[config.mk]
export PLATFORM = sky130hd
export DESIGN_NAME = stickman_motion
export DESIGN_NICKNAME = d
export VERILOG_FILES = /design/src/rtl/stickman_pkg.sv /design/src/rtl/stickman_motion_edge_rise_detect.sv /design/src/rtl/stickman_motion.sv
export SDC_FILE = /design/constraint.sdc
export NUM_CORES = 1
export LEC_CHECK = 0
export CAP_MARGIN = 10
export CORE_ASPECT_RATIO = 0.8
export CORE_MARGIN = 2
export CORE_UTILIZATION = 52
export CTS_CLUSTER_DIAMETER = 200
export DETAILED_ROUTE_END_ITERATION = 12
export PLACE_DENSITY_LB_ADDON = 0.2
export SYNTH_ARGS = -nofsm -noshare
export SYNTH_HDL_FRONTEND = slang
export SYNTH_HIERARCHICAL = 1
export SYNTH_SLANG_ARGS = --single-unit
[constraint.sdc]
create_clock -name Clk -period 5.5 [get_ports Clk]
set_input_delay 1.1 -clock Clk [delete_from_list [all_inputs] [get_ports Clk]]
set_output_delay 1.1 -clock Clk [all_outputs]
set_load 0.05 [all_outputs]
[src/rtl/stickman_pkg.sv]
// stickman_pkg
//   Shared types and constants for the StickmanRun player-motion unit.
//   - motion_state_t : vertical motion state of the sprite
//   - SCREEN_W/H     : visible VGA raster size
//   - DEF_*          : default sprite geometry and jump physics
package stickman_pkg;

    typedef enum logic [1:0] {
        GROUND  = 2'd0,
        RISING  = 2'd1,
        FALLING = 2'd2
    } motion_state_t;

    localparam int SCREEN_W = 640;
    localparam int SCREEN_H = 480;

    localparam logic [9:0] DEF_X_POS    = 10'd120;
    localparam logic [9:0] DEF_WIDTH    = 10'd16;
    localparam logic [9:0] DEF_HEIGHT   = 10'd32;
    localparam logic [9:0] DEF_GROUND_Y = 10'd400;
    localparam logic [7:0] DEF_JUMP_V   = 8'd12;
    localparam logic [7:0] DEF_GRAVITY  = 8'd1;
    localparam logic [7:0] DEF_MAX_FALL = 8'd15;

endpackage

[src/rtl/stickman_motion_edge_rise_detect.sv]
// edge_rise_detect
//   Rising-edge detector: remembers the input from the previous Clk and
//   pulses for exactly one cycle when the input goes from 0 to 1.
//   Ports:
//     clk   - system clock
//     rst_n - asynchronous active-low reset (history cleared to 0)
//     sig   - level input, synchronous to clk
//     pulse - sig & ~sig_delayed
module edge_rise_detect (
    input  logic clk,
    input  logic rst_n,
    input  logic sig,
    output logic pulse
);

    logic sig_d;

    always_ff @(posedge clk or negedge rst_n) begin
        if (!rst_n) begin
            sig_d <= 1'b0;
        end else begin
            sig_d <= sig;
        end
    end

    // Pulse is combinational on the current level so an edge is usable in
    // the same cycle it arrives.
    assign pulse = sig & ~sig_d;

endmodule

[src/rtl/stickman_motion.sv]
// stickman_motion
//   Player-sprite motion unit: keeps the stickman's feet row and jump state,
//   advances the jump physics once per video frame, and flags pixels that
//   fall inside the sprite box for the colour mapper.
//   Ports:
//     Clk         - 50 MHz system clock
//     Reset_n     - asynchronous active-low reset
//     frame_clk   - VGA vertical sync (synchronous to Clk); rising edge = frame tick
//     jump_key    - level, high while the jump key is held
//     DrawX/DrawY - current pixel column/row
//     is_stickman - current pixel lies inside the sprite box
//     Stick_Y     - current feet row (bottom row of the box)
//     airborne    - sprite is not standing on the ground
module stickman_motion
    import stickman_pkg::*;
#(
    parameter logic [9:0] X_POS    = DEF_X_POS,
    parameter logic [9:0] WIDTH    = DEF_WIDTH,
    parameter logic [9:0] HEIGHT   = DEF_HEIGHT,
    parameter logic [9:0] GROUND_Y = DEF_GROUND_Y,
    parameter logic [7:0] JUMP_V   = DEF_JUMP_V,
    parameter logic [7:0] GRAVITY  = DEF_GRAVITY,
    parameter logic [7:0] MAX_FALL = DEF_MAX_FALL
) (
    input  logic       Clk,
    input  logic       Reset_n,
    input  logic       frame_clk,
    input  logic       jump_key,
    input  logic [9:0] DrawX,
    input  logic [9:0] DrawY,
    output logic       is_stickman,
    output logic [9:0] Stick_Y,
    output logic       airborne
);

    // Parameter legality: apex must stay on screen, gravity must pull down,
    // and the fall cap must not be slower than the take-off speed.
    if (int'(JUMP_V) * (int'(JUMP_V) + 1) / 2 >= int'(GROUND_Y) - int'(HEIGHT)) begin : g_bad_apex
        $error("stickman_motion: jump apex would leave the top of the screen");
    end
    if (GRAVITY < 8'd1) begin : g_bad_gravity
        $error("stickman_motion: GRAVITY must be at least 1");
    end
    if (MAX_FALL < JUMP_V) begin : g_bad_max_fall
        $error("stickman_motion: MAX_FALL must be at least JUMP_V");
    end
    if (int'(GROUND_Y) >= SCREEN_H) begin : g_bad_ground
        $error("stickman_motion: GROUND_Y must lie inside the screen");
    end

    logic tick;
    logic key_edge;

    edge_rise_detect u_frame_edge (
        .clk   (Clk),
        .rst_n (Reset_n),
        .sig   (frame_clk),
        .pulse (tick)
    );

    edge_rise_detect u_key_edge (
        .clk   (Clk),
        .rst_n (Reset_n),
        .sig   (jump_key),
        .pulse (key_edge)
    );

    motion_state_t      state, state_n;
    logic signed [7:0]  velocity, velocity_n;
    logic [9:0]         stick_y_n;
    logic               jump_req, jump_req_n;
    logic               req_eff;
    logic signed [10:0] y_next;
    logic signed [7:0]  v_next;

    function automatic logic signed [7:0] clamp_fall(input logic signed [7:0] v);
        logic signed [7:0] cap;
        cap = $signed(MAX_FALL);
        return (v > cap) ? cap : v;
    endfunction

    always_ff @(posedge Clk or negedge Reset_n) begin
        if (!Reset_n) begin
            state    <= GROUND;
            velocity <= '0;
            Stick_Y  <= GROUND_Y;
            jump_req <= 1'b0;
        end else begin
            state    <= state_n;
            velocity <= velocity_n;
            Stick_Y  <= stick_y_n;
            jump_req <= jump_req_n;
        end
    end

    always_comb begin
        state_n    = state;
        velocity_n = velocity;
        stick_y_n  = Stick_Y;
        req_eff    = jump_req | key_edge;
        // A pending request lives only until the next frame tick.
        jump_req_n = tick ? 1'b0 : req_eff;
        y_next     = $signed({1'b0, Stick_Y}) + $signed({{3{velocity[7]}}, velocity});
        v_next     = velocity + $signed(GRAVITY);

        if (tick) begin
            case (state)
                GROUND: begin
                    // Take-off only loads the speed; the box moves next frame.
                    if (req_eff) begin
                        velocity_n = -$signed(JUMP_V);
                        state_n    = RISING;
                    end
                end
                RISING, FALLING: begin
                    if (y_next >= $signed({1'b0, GROUND_Y})) begin
                        stick_y_n  = GROUND_Y;
                        velocity_n = '0;
                        state_n    = GROUND;
                    end else begin
                        stick_y_n  = y_next[9:0];
                        velocity_n = clamp_fall(v_next);
                        state_n    = v_next[7] ? RISING : FALLING;
                    end
                end
                default: begin
                    state_n = GROUND;
                end
            endcase
        end
    end

    assign airborne = (state != GROUND);

    // Box test done in 11 bits; the top edge is written as
    // DrawY + HEIGHT > Stick_Y so nothing is ever subtracted.
    logic [10:0] x_ext, y_ext, sy_ext, x_lo, x_hi;
    logic        in_x, in_y;

    always_comb begin
        x_ext  = {1'b0, DrawX};
        y_ext  = {1'b0, DrawY};
        sy_ext = {1'b0, Stick_Y};
        x_lo   = {1'b0, X_POS};
        x_hi   = {1'b0, X_POS} + {1'b0, WIDTH} - 11'd1;
        in_x   = (x_ext >= x_lo) && (x_ext <= x_hi);
        in_y   = ((y_ext + {1'b0, HEIGHT}) > sy_ext) && (y_ext <= sy_ext);
    end

    assign is_stickman = in_x & in_y;

endmodule

==> results.json <==
{
  "outcome": "finished clean",
  "die_y_um": 65.3,
  "antenna_found_initial": 0,
  "final_cell_mix": "clkdlybuf4s50_1 (32), ha_1 (30), nand2_1 (29)",
  "path_buf_inv": 3,
  "crit_type": "input pin to output pin",
  "die_area_mm2": 0.00526,
  "drcViolationCount": 0,
  "areaGrowthSynthToFinish_pct": 15.9,
  "dp_slack_ps": 469,
  "first_iter_violations": 100,
  "cts_max_level": 1,
  "tightest_slew_ps": 1040,
  "ctsResizeCount": 0,
  "antenna_cells": 0,
  "crit_path_start": "DrawY[5]",
  "grt_pass1_wl_um": 9290,
  "num_vias": 2210,
  "cts.hold.buffers_added": 0,
  "synth_top_cell_by_area": "dfrtp_1",
  "p_per_area_mw_per_mm2": 640,
  "path_depth": 12,
  "synth.distinct_cells": 58,
  "ys_ff_latch": 23,
  "start_util_pct": 53.7,
  "maxUsedRoutingLayer": "met4",
  "wirelength_met1_um": 2980,
  "drt_wl_total_um": 5690,
  "cts_buffers": 3,
  "synth_top_area_share_pct": 20.5,
  "cp_max_fo": 5,
  "syn_area_per_cell_um2": 8.59,
  "cp_slowest_cell": "clkdlybuf4s50_1",
  "finalCritPeriodShare_pct": 91.9,
  "grt_usage_pct": 22.5,
  "grt_remaining_overflow": 0,
  "ys_warn_count": 6,
  "grt_max_degree": 24,
  "setup-violations-final": 0,
  "root_buffer": "clkbuf_8",
  "met3_length_um": 200,
  "drt-wirelength-per-cell_um": 15.3,
  "drv_cap": 0,
  "numClockSinks": 23,
  "synth_edf_count": 0,
  "slew_headroom_pct": 30.1,
  "dp.cells": 367,
  "rsz0062_at_grt": "no",
  "grt_pass1_vias": 2044,
  "required_ps": 4400,
  "rows": 22,
  "async_flop_share_pct": 100,
  "layout_setup_ws_ps": 443,
  "ff2ff_path_depth": 8,
  "ys_seq_area_share_pct": 23.8,
  "place_hpwl_um": 4440,
  "synthTopCellsByArea": "dfrtp_1 (21%), ha_1 (15%), nand2_1 (4.5%), o21ai_0 (3.5%), a21o_1 (3.4%)",
  "finalClockSkew_ps": 4.36,
  "rr_endpoint": "Stick_Y[1]",
  "path_clk_slew_ps": 90,
  "crit_path_max_incr_delay_ps": 830,
  "fmax_mhz": 198,
  "worstPathArrival_ps": 3960,
  "num-fill-cells": 422,
  "final_util_pct": 62.2,
  "period_minus_slack_ps": 5060,
  "hold_depth": 2,
  "hold_path_class": "register to register",
  "synthFlopType": "dfrtp_1",
  "nNetsFinal": 367,
  "design_area_mm2": 0.00283,
  "layout-drive-gt1-share_pct": 7.40,
  "final_cells": 371,
  "power_leakage_uw": 0.00124,
  "ff2ff_setup_slack_ps": 2130,
  "ios": 36,
  "synth_nets": 339,
  "antenna_left": 0,
  "cp-endpoint": "is_stickman",
  "crit_family": "buffers and inverters",
  "placed_area_mm2": 0.00278,
  "postCtsSetupBuffers": 0,
  "gp_congestion": 0.901,
  "cts_buffer_depth": 2,
  "ir_worst_vdd_mv": 0.647,
  "chipWidth_um": 80.6,
  "hold_viol": 0,
  "end_kind": "output pin",
  "cts_tree": "yes",
  "viasPerCell": 5.96,
  "portBuffers": 32,
  "synthesis.area_mm2": 0.00244,
  "fin_setup_tns_ps": 0,
  "final_common_cell": "clkdlybuf4s50_1",
  "maxSlewViolCount": 0,
  "met2_wirelength_um": 2460,
  "synthCells": 284,
  "crit_chain": "clkdlybuf4s50_1 -> ha_1 -> nand3_1 -> xnor2_1 -> ha_1 -> inv_1 -> nor2_1 -> a21oi_1 -> o211ai_1 -> a31o_2 -> a21oi_1 -> clkdlybuf4s50_1",
  "r2r_start": "velocity[0]",
  "insertion_delay_ps": 270,
  "core_area_mm2": 0.00454,
  "cp-start-kind": "input pin",
  "first_pass_iters": 4
}
[sequential cells by signal, indices dropped and copies added, names as in the netlist]
name                cells
velocity                8
jump_req                1
u_key_edge/sig_d        1
state                   2
u_frame_edge/sig_d      1
Stick_Y                10
[report_power, final]
part	switching (uW)	internal, uW
clock network	62.3	52.0
logic	840	523
registers	91.5	240
[Yosys cell counts (all sizes together) (2+ instances only)]
cell type / instances
or3b: 2
xnor2: 7
nor3: 6
nor2: 18
ha: 30
o22ai: 3
a2bb2oi: 3
xor2: 2
nand2: 29
nor2b: 7
nand3b: 3
dfstp: 3
o21bai: 4
and3: 3
a21o: 11
o21a: 5
nand3: 11
nand4: 8
a211oi: 4
and2: 2
dfrtp: 20
o32ai: 6
inv: 20
nor4: 2
a21oi: 16
nand2b: 3
o21ai: 17
and4: 3
clkbuf: 5
o211ai: 3
buf: 5
o31ai: 7
[cells by family after synthesis]
family	count (synthesis)	share of synthesized area, %
xor+xnor	9	3.54
mux	1	0.462
simple gates	99	22.1
flops	23	23.8
fa+ha+maj	31	16.2
compound gates	91	28.4
buf+inv	30	5.59
[routing by layer]
layer | GRT usage (%) | up-vias
met1 | 31.5 | 1042
li1 | - | 1119
met3 | 4.26 | 8
met5 | 0 | -
met4 | 6.36 | 0
met2 | 35.3 | 41
[tightest hold or removal path, cell delays in order (launching register included)]
cell	delay, ps
dfrtp_1	370
nand2_1	60
o31ai_1	60
[final cells by class]
cell class,count,area (um2),share of cell area [%]
clock buffer,4,45.0,1.59
timing repair buffer,33,328,11.6
tap,60,75.1,2.66
sequential,23,579,20.5
inverter,20,75.1,2.66
multi-input combinational,231,1720,61.0
[worst min path at each step]
| stage | from | end | slack (ps) |
|---|---|---|---|
| floorplan | state[1] | state[1] | 470 |
| global placement | state[1] | state[1] | 510 |
| detailed placement | state[1] | state[1] | 500 |
| CTS | state[1] | state[1] | 520 |
| global route | Stick_Y[4] | Stick_Y[4] | 560 |
| finish | state[1] | state[1] | 520 |
[metrics by stage]
step,power (uW),hold WS (ps)
4_1_cts,1800,524
5_1_grt,1970,561
6_report,1810,524
3_5_place_dp,1690,504
3_3_place_gp,1660,512
2_1_floorplan,1440,473
Note: power is estimated with default switching activity, not from simulation.
